$ cat src/rtl/serial_comp_ctrl.sv
// Bit-serial magnitude comparator: one GT/EQ/LT slice walked MSB-first over a WIDTH-bit pair.
// Define SIGNED_CMP_EN to treat the operands as two's complement (sign bit swapped into the slice).
module serial_comp_ctrl #(
    parameter int unsigned WIDTH = 8
) (
    input  logic             clk,
    input  logic             rst_n,
    input  logic             start,
    input  logic [WIDTH-1:0] a_in,
    input  logic [WIDTH-1:0] b_in,
    output logic             busy,
    output logic             done,
    output logic             gt,
    output logic             eq,
    output logic             lt
);

    localparam int unsigned IdxW = (WIDTH > 1) ? $clog2(WIDTH) : 1;
    localparam logic [IdxW-1:0] IdxMax = IdxW'(WIDTH - 1);

    typedef enum logic [1:0] {
        StIdle,
        StRun,
        StFin
    } state_e;

    state_e           state_q;
    logic [WIDTH-1:0] a_q;
    logic [WIDTH-1:0] b_q;
    logic [IdxW-1:0]  idx_q;
    logic             g_q;
    logic             e_q;
    logic             l_q;

    logic bit_a;
    logic bit_b;
    logic slice_gt;
    logic slice_eq;
    logic slice_lt;

    // Slice inputs and the single comparator slice shared across all bit positions.
    always_comb begin
`ifdef SIGNED_CMP_EN
        // A set sign bit means the smaller operand, so the sign pair is fed swapped.
        if (idx_q == IdxMax) begin
            bit_a = b_q[idx_q];
            bit_b = a_q[idx_q];
        end else begin
            bit_a = a_q[idx_q];
            bit_b = b_q[idx_q];
        end
`else
        bit_a = a_q[idx_q];
        bit_b = b_q[idx_q];
`endif
        slice_gt = g_q | (bit_a & ~bit_b & e_q);
        slice_eq = e_q & ~(bit_a ^ bit_b);
        slice_lt = l_q | (~bit_a & bit_b & e_q);
    end

    always_ff @(posedge clk or negedge rst_n) begin
        if (!rst_n) begin
            state_q <= StIdle;
            a_q     <= '0;
            b_q     <= '0;
            idx_q   <= '0;
            g_q     <= 1'b0;
            e_q     <= 1'b0;
            l_q     <= 1'b0;
            busy    <= 1'b0;
            done    <= 1'b0;
            gt      <= 1'b0;
            eq      <= 1'b0;
            lt      <= 1'b0;
        end else begin
            done <= 1'b0;
            case (state_q)
                StIdle, StFin: begin
                    if (start) begin
                        a_q     <= a_in;
                        b_q     <= b_in;
                        g_q     <= 1'b0;
                        e_q     <= 1'b1;
                        l_q     <= 1'b0;
                        idx_q   <= IdxMax;
                        busy    <= 1'b1;
                        state_q <= StRun;
                    end else begin
                        state_q <= StIdle;
                    end
                end
                StRun: begin
                    g_q <= slice_gt;
                    e_q <= slice_eq;
                    l_q <= slice_lt;
                    if (idx_q == '0) begin
                        gt      <= slice_gt;
                        eq      <= slice_eq;
                        lt      <= slice_lt;
                        done    <= 1'b1;
                        busy    <= 1'b0;
                        state_q <= StFin;
                    end else begin
                        idx_q <= idx_q - 1'b1;
                    end
                end
                default: begin
                    busy    <= 1'b0;
                    state_q <= StIdle;
                end
            endcase
        end
    end

endmodule

$ cat config.mk
export PLATFORM = sky130hd
export DESIGN_NAME = serial_comp_ctrl
export DESIGN_NICKNAME = d
export VERILOG_FILES = /design/src/rtl/serial_comp_ctrl.sv
export SDC_FILE = /design/constraint.sdc
export NUM_CORES = 1
export LEC_CHECK = 0
export CORE_ASPECT_RATIO = 0.75
export CORE_UTILIZATION = 46
export DETAILED_ROUTE_END_ITERATION = 16
export PLACE_DENSITY_LB_ADDON = 0.05
export SYNTH_ARGS = -nofsm -noshare
export SYNTH_HDL_FRONTEND = slang
export SYNTH_SLANG_ARGS = --single-unit
$ cat constraint.sdc
create_clock -name clk -period 2.1 [get_ports clk]
set_input_delay 0.42 -clock clk [delete_from_list [all_inputs] [get_ports clk]]
set_output_delay 0.42 -clock clk [all_outputs]
set_load 0.03 [all_outputs]
## Yosys cells after proc, flatten, opt, wreduce, memory -nomap -nowiden

Cells that the tools add are included.

- Add/subtract/negate cells: 1
- Multiply operators: 0
- Divide/modulo/power cells: 0
- Magnitude comparators: 1
- Equal/unequal tests: 5
- Shift operators: 0
- Mux-type cells: 19
- Bitwise gates (word level): 11
- Reductions and logical operators: 9

Operators with widths:

| kind | count |
|---|---|
| 2-to-1 mux 1 bit | 8 |
| one-hot mux 1 bit (2 select lines) | 4 |
| AND reduction 2 bit | 4 |
| binary-select mux 1 bit (select 3 bit) | 2 |
| 2-to-1 mux 3 bit | 2 |
| inequality test 2 bit (second input constant) | 3 |
| one-hot mux 3 bit (2 select lines) | 1 |
| bitwise AND 1 bit | 5 |
| less-than comparator 3 x 4 -> 1 bit (second input constant) | 1 |
| one-hot mux 2 bit (2 select lines) | 1 |
| zero test 3 bit | 1 |
| inverter 1 bit | 3 |
| AND reduction 3 bit | 1 |
| subtractor 3 x 1 -> 3 bit (second input constant) | 1 |
| == test 2 x 1 -> 1 bit (second input constant) | 1 |
| == test 2 bit (second input constant) | 1 |
| zero test 2 bit | 1 |
| 2-to-1 mux 2 bit | 1 |
| bitwise OR 1 bit | 2 |
| nonzero test 2 bit | 1 |
| OR reduction 2 bit | 1 |
| bitwise XOR 1 bit | 1 |

- Register bits: 29
- Bits in latches: 0
- Memory bits (writable): 0
- Memory bits (read-only): 0
- Input bits: 19
- Output and inout port bits: 5
- Logic and storage cells: 58
- Memories: 0

## Depth between registers and ports, before layout

Gate-level depths: netlist of run 1.

- Depth in word-level cells: 7
- Mapped depth: 7
- Gate-level depth less buffers: 6

## Least setup slack after synthesis of run 1

OpenSTA, ideal clock, no wires.

- Path kind: reg2reg
- Start point: register idx_q[0]
- End point: register e_q
- Setup time: 0.128 ns
- Data arrival time: 1.638 ns
- Required time: 1.972 ns
- Path slack: 0.334 ns
- Stages on the path, launching flop included: 8
- Path buffers: 1
- Clock period less this slack: 1.766 ns
- Cells stage by stage: dfrtp_1 > buf_6 > mux4_2 > mux2i_4 > inv_2 > ha_1 > o21ai_0 > a21oi_1

- Longest elaborated chain between the ends: 6
- Elaborated cells between the ends (all ways): 8
- Classes of those cells: mux (5); bitwise (3)

Ends and longest elaborated chain:

| what | line | text |
|---|---|---|
| from (decl) | 30 | `logic [IdxW-1:0] idx_q;` |
| from (signal assigned) | 85 | `idx_q <= IdxMax;` |
| from (signal assigned) | 104 | `idx_q <= idx_q - 1'b1;` |
| binary-select mux 1 bit (select 3 bit) (on tied branches) | 53, 54 |  |
| 2-to-1 mux 1 bit (on tied branches) | 53, 54 |  |
| bitwise XOR 1 bit * | 57 | `slice_eq = e_q & ~(bit_a ^ bit_b);` |
| inverter 1 bit * | 57 |  |
| bitwise AND 1 bit * | 57 |  |
| one-hot mux 1 bit (2 select lines) * | 77 | `case (state_q)` |
| to (signal assigned) | 94 | `e_q <= slice_eq;` |
| to (decl) | 32 | `logic e_q;` |

Every way passes the cells marked *; elsewhere a longest branch is shown, timed or not. The select of a mux whose other input is x is not followed.
A chain may end at the register's enable or synchronous reset.

## Worst setup path in the final report of run 1

Same ends and word-level chain as after synthesis.

==> results of run 1 <==
==> routing by layer <==
layer / vias up / share of wire / GRT usage / wire [um]
li1: 493 / - / - / -
met2: 24 / 0.43 / 0.268 / 1090
met5: - / 0 / 0 / 0
met4: 0 / 0.023 / 0.100 / 59
met3: 7 / 0.064 / 0.0590 / 163
met1: 475 / 0.48 / 0.273 / 1230
==> registers in the layout, summed over array words and instances, names as in the netlist <==
name / count
l_q: 1
e_q: 1
a_q: 8
busy: 1
g_q: 1
lt: 1
b_q: 8
done: 1
idx_q: 3
eq: 1
gt: 1
state_q: 2
==> area by class of cell <==
type,instances,share of cell area
timing repair buffer,28,0.156
clock buffer,7,0.0561
multi-input combinational,90,0.320
clock inverter,1,0.00292
sequential,29,0.423
tap,36,0.0262
inverter,7,0.0153
==> logic make-up (layout without fill, tap and decap cells) <==
kind of cell,Yosys count,after routing,synth area share
simple gates,64,64,0.200
flops,29,29,0.542
compound gates,16,16,0.0719
buf+inv,14,43,0.0486
mux,6,6,0.101
fa+ha+maj,4,4,0.0373
==> report_power, final <==
part           switching, mW  internal (mW)
clock network          0.210          0.296
registers              0.213          0.807
logic                  0.513          0.526
total                  0.936           1.63
==> cell usage in the layout, fill, tap and decap left out, drive strengths merged, types with 2 or more instances in the layout <==
cell type / n
ha: 4
clkbuf: 7
nor4bb: 2
a21oi: 6
clkdlybuf4s50: 23
mux4: 4
mux2i: 2
o21ai: 3
nand2b: 2
buf: 5
nor2: 4
nand2: 52
inv: 7
a31oi: 4
dfrtp: 29
==> worst min path at each step <==
| stage | from | end | slack, ns | cells past startpoint |
|---|---|---|---|---|
| after floorplan | rst_n | a_q[0] | 0.12 | 0 |
| after global placement | b_q[2] | b_q[2] | 0.47 | 2 |
| after detailed placement | b_q[6] | b_q[6] | 0.46 | 2 |
| after CTS | b_q[2] | b_q[2] | 0.48 | 2 |
| after global routing | b_q[2] | b_q[2] | 0.50 | 2 |
| final | b_q[2] | b_q[2] | 0.48 | 2 |
==> stage by stage <==
| stage | power [mW] | hold slack, ns | util | instance area, um^2 | instances |
|---|---|---|---|---|---|
| 4_1_cts | 2.58 | 0.478 | 0.639 | 1720 | 198 |
| 5_1_grt | 2.77 | 0.504 | 0.640 | 1720 | 198 |
| 3_5_place_dp | 2.06 | 0.463 | 0.602 | 1610 | 190 |
| 3_3_place_gp | 2.03 | 0.467 | 0.602 | 1610 | 190 |
| 2_1_floorplan | 1.79 | 0.124 | - | 1340 | 133 |
| 6_report | 2.56 | 0.478 | 0.640 | 1720 | 198 |
==> cell usage after synthesis (all sizes together) <==
cell / number
nor2b: 1
a211oi: 1
and2b: 1
a21oi: 6
o21ai: 3
ha: 4
a32o: 1
and3: 1
clkbuf: 2
dfrtp: 29
buf: 5
nand2: 52
nor4bb: 2
nand2b: 2
nand3: 1
a311oi: 1
inv: 7
mux4: 4
nor2: 4
a31oi: 4
mux2i: 2
==> worst min-delay path: stages, from the launching register on <==
cell and delay (ns):
dfrtp_1 0.34, nand2_1 0.05, nand2_1 0.06
==> what timing repair did <==
action,CTS,global route
buffers inserted,0,0
gates resized for setup,0,1
endpoints found under the setup margin,0,1
==> run metrics, run 1 <==
CTS tree built; CTS H-tree depth 2; Hold Path Class register to register; CP Capture Type register; CP bufs+invs 1; area fraction of the dominant cell type after synthesis 0.542; vias in the first global route 983; required time worst endpoint 2.26 ns; gpl congestion 0.799; Vias 999; row count 16; die area 0.00314 mm^2; syn_nets 156; final hold vios 0; CTS Hold Bufs 0; CTS root buffer clkbuf_8; Synth Instances 133; post-DP HPWL 1770 um; CTS buffer count 5; end of the worst register-to-register path e_q; antenna violations before repair 0; Final Worst Setup Slack 0.216 ns; Inserted Diodes 0; clk slew on worst S/H paths 0.07 ns; layout cells sized above 1 0.136; Critical Path Source idx_q[0]; Ports 24; die width 64.3 um; grt total ovfl 0; Max Root-Sink Buffers 2; Slowest-stage cell, CP mux4_2; outcome finished clean; leading area contributor after synthesis dfrtp_1; RSZ-0062 raised after global routing false; CTS sink cnt 29; P&R area growth vs syn 28.1%; worst-path cell chain mux4_2, mux2i_4, inv_2, ha_1, o21ai_0, a21oi_1; Tcrit/Tclk final 0.897; routed vias/inst 5.05; Critical Path AT 2.04 ns; Leakage 0.824 nW; Max transition margin 0.701; R2R Setup Slk 0.22 ns; Post-DRT Antenna Nets 0; drt wl/cell 12.9 um; Tot GR Track Use 0.194; max-cap violations 0; Place WS 0.134 ns; critical path launch point type register; first-pass GRT wire length 4450 um; post-synth cell types 24; Max FO, Critical Path 7; Seq cells post-synth 29; post-layout net count 184; Max Slew Vio Count 0; flip-flop and latch area 727 um^2; Area contributors post-synth dfrtp_1, nand2_1, mux4_2, ha_1, mux2i_4; Avg Inst Size Synth 10.1 um^2; Worst Reg-to-Reg Cells 6; yosys warns 0; r2r startpoint idx_q[0]; PwrDens 1490 mW/mm^2; initial core utilization 0.500; Mapped Area 0.00134 mm^2; DRT Pass-1 Iters 4; CP top delay family multiplexers; Total Wirelength 2550 um; Final Critical Period 1.88 ns; fillers 236; Slew @ Worst Pin 0.449 ns; drt drc 0; Skew-Pair Late Insertion Delay 0.28 ns; worst vdd ir 0.674 mV; Die Height 48.7 um; Worst setup endpoint e_q; # setup viols final 0; clock skew 0.00889 ns; crit path kind register to register; setup TNS 0 ns; critical path depth in cells 6; area of the multi-input gates 549 um^2; post-synthesis sequential area ratio 0.542; number of port buffers 23; slowest cell delay on critical path 0.55 ns; Max Clk Rate 0.531 GHz; largest net degree at the start of global routing 30; initial DRC count 40; total core area 0.00268 mm^2
Power figures use the tool's default switching activity.
==> run 2: changes to the inputs <==
Settings changed: CORE_MARGIN set to 3.
==> run 2 against run 1 <==
  * Worst hold slack lost 0.0093 ns
  * Sequential share of layout area grew 0.66 points
  * Critical path type unchanged
  * Critical path depth is the same
  * Routed wire length up 2.0%
  * Die area rose by 15%
  * Worst setup slack better by 0.0068 ns
  * Register-to-register slack is essentially flat
  * Clock power shrank 14%
  * Highest routed layer unchanged
  * Global-route usage shrank 1.4 points
==> run metrics, run 2 (synthesis results as in run 1) <==
clock skew 0.00596 ns (-0.00293 ns); Slew @ Worst Pin 0.369 ns (-0.0805 ns); P&R area growth vs syn 26.1%; DR top layer met4; grt total ovfl 0 (unchanged); final hold vios 0 (unchanged); die width 68.3 um (+6.2%); outcome finished clean; die area 0.00360 mm^2 (+15%); commonest cells after routing, fill and taps aside nand2_1, dfrtp_1, clkdlybuf4s50_1, a21oi_1; initial DRC count 39 (-2.5%); setup TNS 0 ns (unchanged); RSZ-0062 raised after global routing false; first-pass GRT wire length 4530 um (+1.7%); Max Clk Rate 0.533 GHz (+0.36%); R2R Setup Slk 0.22 ns (about the same); fillers 251 (+6.4%); Tot GR Track Use 0.179 (-0.0145); CTS sink cnt 29 (unchanged); sw power 0.934 mW (-0.17%); Post-DRT Antenna Nets 0 (unchanged); Critical Path Source idx_q[0]; Leakage 0.809 nW (-1.8%); combinational power share 0.416 (+0.011); met3 wire len 139 um (-15%); initial core utilization 0.496 (-0.00370); Total Wirelength 2600 um (+2.0%); antenna violations before repair 0 (unchanged); Hold Path Class register to register; clk slew on worst S/H paths 0.06 ns (about the same); DP Cell Count 189 (-0.53%); largest net degree at the start of global routing 30 (unchanged); worst vdd ir 0.624 mV (-7.4%); vias in the first global route 1,016 (+3.4%); # Post-CTS Setup Buffers 0 (unchanged); drt wl/cell 13.2 um (+2.5%); crit path kind register to register; DRT Pass-1 Iters 4 (unchanged); # setup viols final 0 (unchanged); Inserted Diodes 0 (unchanged); Max Slew Vio Count 0 (unchanged); CTS buffer count 5 (unchanged); flip-flop and latch area 727 um^2 (unchanged); Critical Path AT 2.03 ns (about the same); PwrDens 1470 mW/mm^2 (-1.4%); Hold Path Depth 2 (unchanged); min-delay src b_q[5]; area of the multi-input gates 549 um^2 (unchanged); Vias 984 (-1.5%); Hold EP b_q[5]; Final Critical Period 1.88 ns (-0.00683 ns); CTS H-tree depth 2 (unchanged); CP Capture Type register; Worst Reg-to-Reg Cells 6 (unchanged); required time worst endpoint 2.25 ns (about the same); max-cap violations 0 (unchanged); commonest non-fill, non-tap cell in the layout nand2_1; Switching Fraction 0.375 (+0.0102); total core area 0.00270 mm^2 (+0.75%); Max FO, Critical Path 7 (unchanged); top flop regs a_q x8, b_q x8, idx_q x3; internal power 1.56 mW (-4.4%); wl on met1 1180 um (-3.7%); drt drc 0 (unchanged); number of port buffers 23 (unchanged); Ports 24 (unchanged); r2r startpoint idx_q[0]; routed vias/inst 4.99 (-1.0%); Util after Layout 0.625 (-0.0145); gpl congestion 0.750 (-6.1%); post-layout net count 183 (-0.54%); Max transition margin 0.754 (+0.0537); post-DP HPWL 1860 um (+4.9%); Skew-Pair Late Insertion Delay 0.28 ns (about the same); final cell count without fillers 197 (-0.51%); layout cells sized above 1 0.124 (-0.0116); Clock power frac 0.176 (-0.021); end of the worst register-to-register path e_q; row count 16 (unchanged); CTS root buffer clkbuf_8; Max Root-Sink Buffers 2 (unchanged); Die Height 52.7 um (+8.2%); CTS Hold Bufs 0 (unchanged); sequential share of power 0.408 (+0.010); CTS tree built; Tcrit/Tclk final 0.894 (-0.00325); metal2 WL 1210 um (+10%); critical path launch point type register
## run 2: changes by cell type in the layout (fill, tap and decap cells not counted)
cell	previous run	this run
buf_4	5	4
clkbuf_8	7	5
clkinv_2	1	2
clkbuf_1	0	1
## run 2: power groups by stage
| stage | sequential, mW | combinational, mW | clock [mW] |
|---|---|---|---|
| global route | 1.05 | 1.17 | 0.471 |
| floorplan | 1.00 | 0.785 | 0 |
| finish | 1.02 | 1.04 | 0.437 |
| global placement | 1.02 | 1.00 | 0 |
| CTS | 1.01 | 1.05 | 0.450 |
| detailed placement | 1.03 | 1.05 | 0 |
## run 2: area by class of cell
type / instances / area share
clock inverters: 2 / 0.00592
inverters: 7 / 0.0155
repair buffers: 27 / 0.154
clock buffers: 6 / 0.0429
flip-flops and latches: 29 / 0.430
multi-input cells: 90 / 0.325
well taps: 36 / 0.0266
## run 2: timing repair
| item | 4_1_cts | 5_1_grt |
|---|---|---|
| gates resized for setup | 0 | 1 |
| endpoints found under the hold margin | 0 | 0 |
| endpoints found under the setup margin | 0 | 1 |
## run 2: worst max path at each step
stage / to / depth (start not counted)
after CTS: e_q / 6
after global routing: e_q / 6
after detailed placement: e_q / 6
final: e_q / 6
after floorplan: e_q / 7
after global placement: e_q / 6
## run 2: layer usage
metal,up-vias,track usage
li1,488,-
met1,468,0.210
met2,21,0.285
met3,7,0.0579
met4,0,0.109
met5,-,0
## run 2: stage by stage
| stage | instance area [um^2] | power, mW | hold slack [ns] | worst slack [ns] |
|---|---|---|---|---|
| finish | 1690 | 2.49 | 0.468 | 0.223 |
| global route | 1690 | 2.69 | 0.485 | 0.0946 |
| CTS | 1690 | 2.52 | 0.472 | 0.111 |
| global placement | 1610 | 2.02 | 0.464 | 0.188 |
| detailed placement | 1610 | 2.07 | 0.456 | 0.121 |
| floorplan | 1340 | 1.79 | 0.124 | 0.334 |
## run 2: worst max-delay path: stages, from the launching register on
cell and delay [ns]:
dfrtp_2 0.46, mux4_2 0.55, mux2i_4 0.17, inv_2 0.04
ha_1 0.28, o21ai_0 0.15, a21oi_1 0.09
==> run 3: changes to the inputs <==
Settings changed: CTS_CLUSTER_DIAMETER set to 150, MAX_ROUTING_LAYER set to met4.
==> run 3 against run 2 <==
  * Global-route usage rose by 0.47 points
  * Count of clock-buffer cells in the layout did not move
  * Largest power group unchanged
  * Utilization did not move
  * Flip-flop and latch count did not move
  * Power barely moved
  * Clock power barely moved
  * Worst setup slack barely moved
==> run metrics, run 3 (synthesis results as in run 1) <==
final hold vios 0 (unchanged); Skew-Pair Late Insertion Delay 0.28 ns (about the same); Hold Path Class register to register; min-delay src b_q[5]; critical path launch point type register; CTS root buffer clkbuf_8; Critical Path Source idx_q[0]; # Post-CTS Setup Buffers 0 (unchanged); Slew @ Worst Pin 0.369 ns (-0.0000592 ns); Tot GR Track Use 0.184 (+0.00474); commonest non-fill, non-tap cell in the layout nand2_1; DRT Pass-1 Iters 4 (unchanged); CTS tree built; CTS Hold Bufs 0 (unchanged); required time worst endpoint 2.25 ns (about the same); post-layout net count 183 (unchanged); r2r startpoint idx_q[0]; CTS buffer count 5 (unchanged); fillers 251 (unchanged); PwrDens 1470 mW/mm^2 (about the same); die width 68.3 um (unchanged); drt drc 0 (unchanged); row count 16 (unchanged); vias in the first global route 1,022 (+0.59%); max-cap violations 0 (unchanged); # resized after CTS 0 (unchanged); antenna violations before repair 0 (unchanged); Max Slew Vio Count 0 (unchanged); Max FO, Critical Path 7 (unchanged); commonest cells after routing, fill and taps aside nand2_1, dfrtp_1, clkdlybuf4s50_1, a21oi_1; RSZ-0062 raised after global routing false; outcome finished clean; total core area 0.00270 mm^2 (unchanged); initial DRC count 34 (-13%); crit path kind register to register; Critical Path AT 2.03 ns (about the same); Leakage 0.809 nW (unchanged); drt wl/cell 13.1 um (-0.27%); post-DP HPWL 1860 um (unchanged); number of port buffers 23 (unchanged); area of the multi-input gates 549 um^2 (unchanged); Place WS 0.121 ns (unchanged); layout cells sized above 1 0.124 (unchanged); grt total ovfl 0 (unchanged); top flop regs a_q x8, b_q x8, idx_q x3; gpl congestion 0.760 (+1.3%); die area 0.00360 mm^2 (unchanged); CTS H-tree depth 2 (unchanged); R2R Setup Slk 0.22 ns (about the same); first-pass GRT wire length 4510 um (-0.31%); worst vdd ir 0.623 mV (about the same); clock skew 0.00600 ns (+0.0000352 ns); Post-DRT Antenna Nets 0 (unchanged); largest net degree at the start of global routing 30 (unchanged); placed cell area 0.00161 mm^2 (unchanged); Max Root-Sink Buffers 2 (unchanged); Max transition margin 0.754 (about the same); Die Height 52.7 um (unchanged); Inserted Diodes 0 (unchanged); CTS sink cnt 29 (unchanged); # setup viols final 0 (unchanged); setup TNS 0 ns (unchanged); CP Capture Type register; Max Clk Rate 0.533 GHz (about the same); routed vias/inst 5.00 (+0.10%); clk slew on worst S/H paths 0.06 ns (about the same); total chip power 2.49 mW (about the same); Total Wirelength 2590 um (-0.27%); flip-flop and latch area 727 um^2 (unchanged); Vias 985 (+0.10%); post-route cell area 0.00169 mm^2 (unchanged); P&R area growth vs syn 26.1% (unchanged); initial core utilization 0.496 (unchanged); Final Worst Setup Slack 0.223 ns (-0.0000400 ns); Final Critical Period 1.88 ns (+0.0000400 ns); final hold slack 0.468 ns (+0.0000600 ns); Tcrit/Tclk final 0.894 (about the same); Ports 24 (unchanged)
==> run 3: cell counts in the layout (fill, tap and decap cells not counted) <==
Identical to the previous run, type by type.
==> run 3: power by group <==
group	internal (mW)	switching, mW	leakage, nW
logic	0.520	0.516	0.408
clock network	0.229	0.207	0.0450
registers	0.807	0.210	0.356
total	1.56	0.933	0.809
==> run 3: path summary, 6_finish.rpt <==
path	endpoint	cells past startpoint
min in group asynchronous	idx_q[1]	2
setup reg to reg	e_q	6
hold reg to reg	b_q[5]	2
setup / recovery	e_q	6
max in group asynchronous	idx_q[0]	2
hold / removal	b_q[5]	2
==> run 3: per-layer routing <==
metal | global-route usage | routed length, um | up-vias
met2 | 0.285 | 1210 | 22
met1 | 0.210 | 1180 | 468
li1 | - | - | 488
met5 | - | 0 | -
met4 | 0.109 | 70 | 0
met3 | 0.0579 | 129 | 7
==> run 3: stage by stage <==
stage                     instances   util
final                           197  0.625
after global routing            197  0.625
after CTS                       197  0.625
after detailed placement        189  0.594
after global placement          189  0.594
after floorplan                 133      -
==> run 3: critical path, stage by stage (launching register included) <==
cell and delay (ns):
dfrtp_2 0.46, mux4_2 0.55, mux2i_4 0.17, inv_2 0.04, ha_1 0.28, o21ai_0 0.15, a21oi_1 0.09
==> run 3: area by class of cell <==
cell class	count	area share
inverters	7	0.0155
multi-input cells	90	0.325
well taps	36	0.0266
clock buffers	6	0.0429
clock inverters	2	0.00592
flip-flops and latches	29	0.430
repair buffers	27	0.154
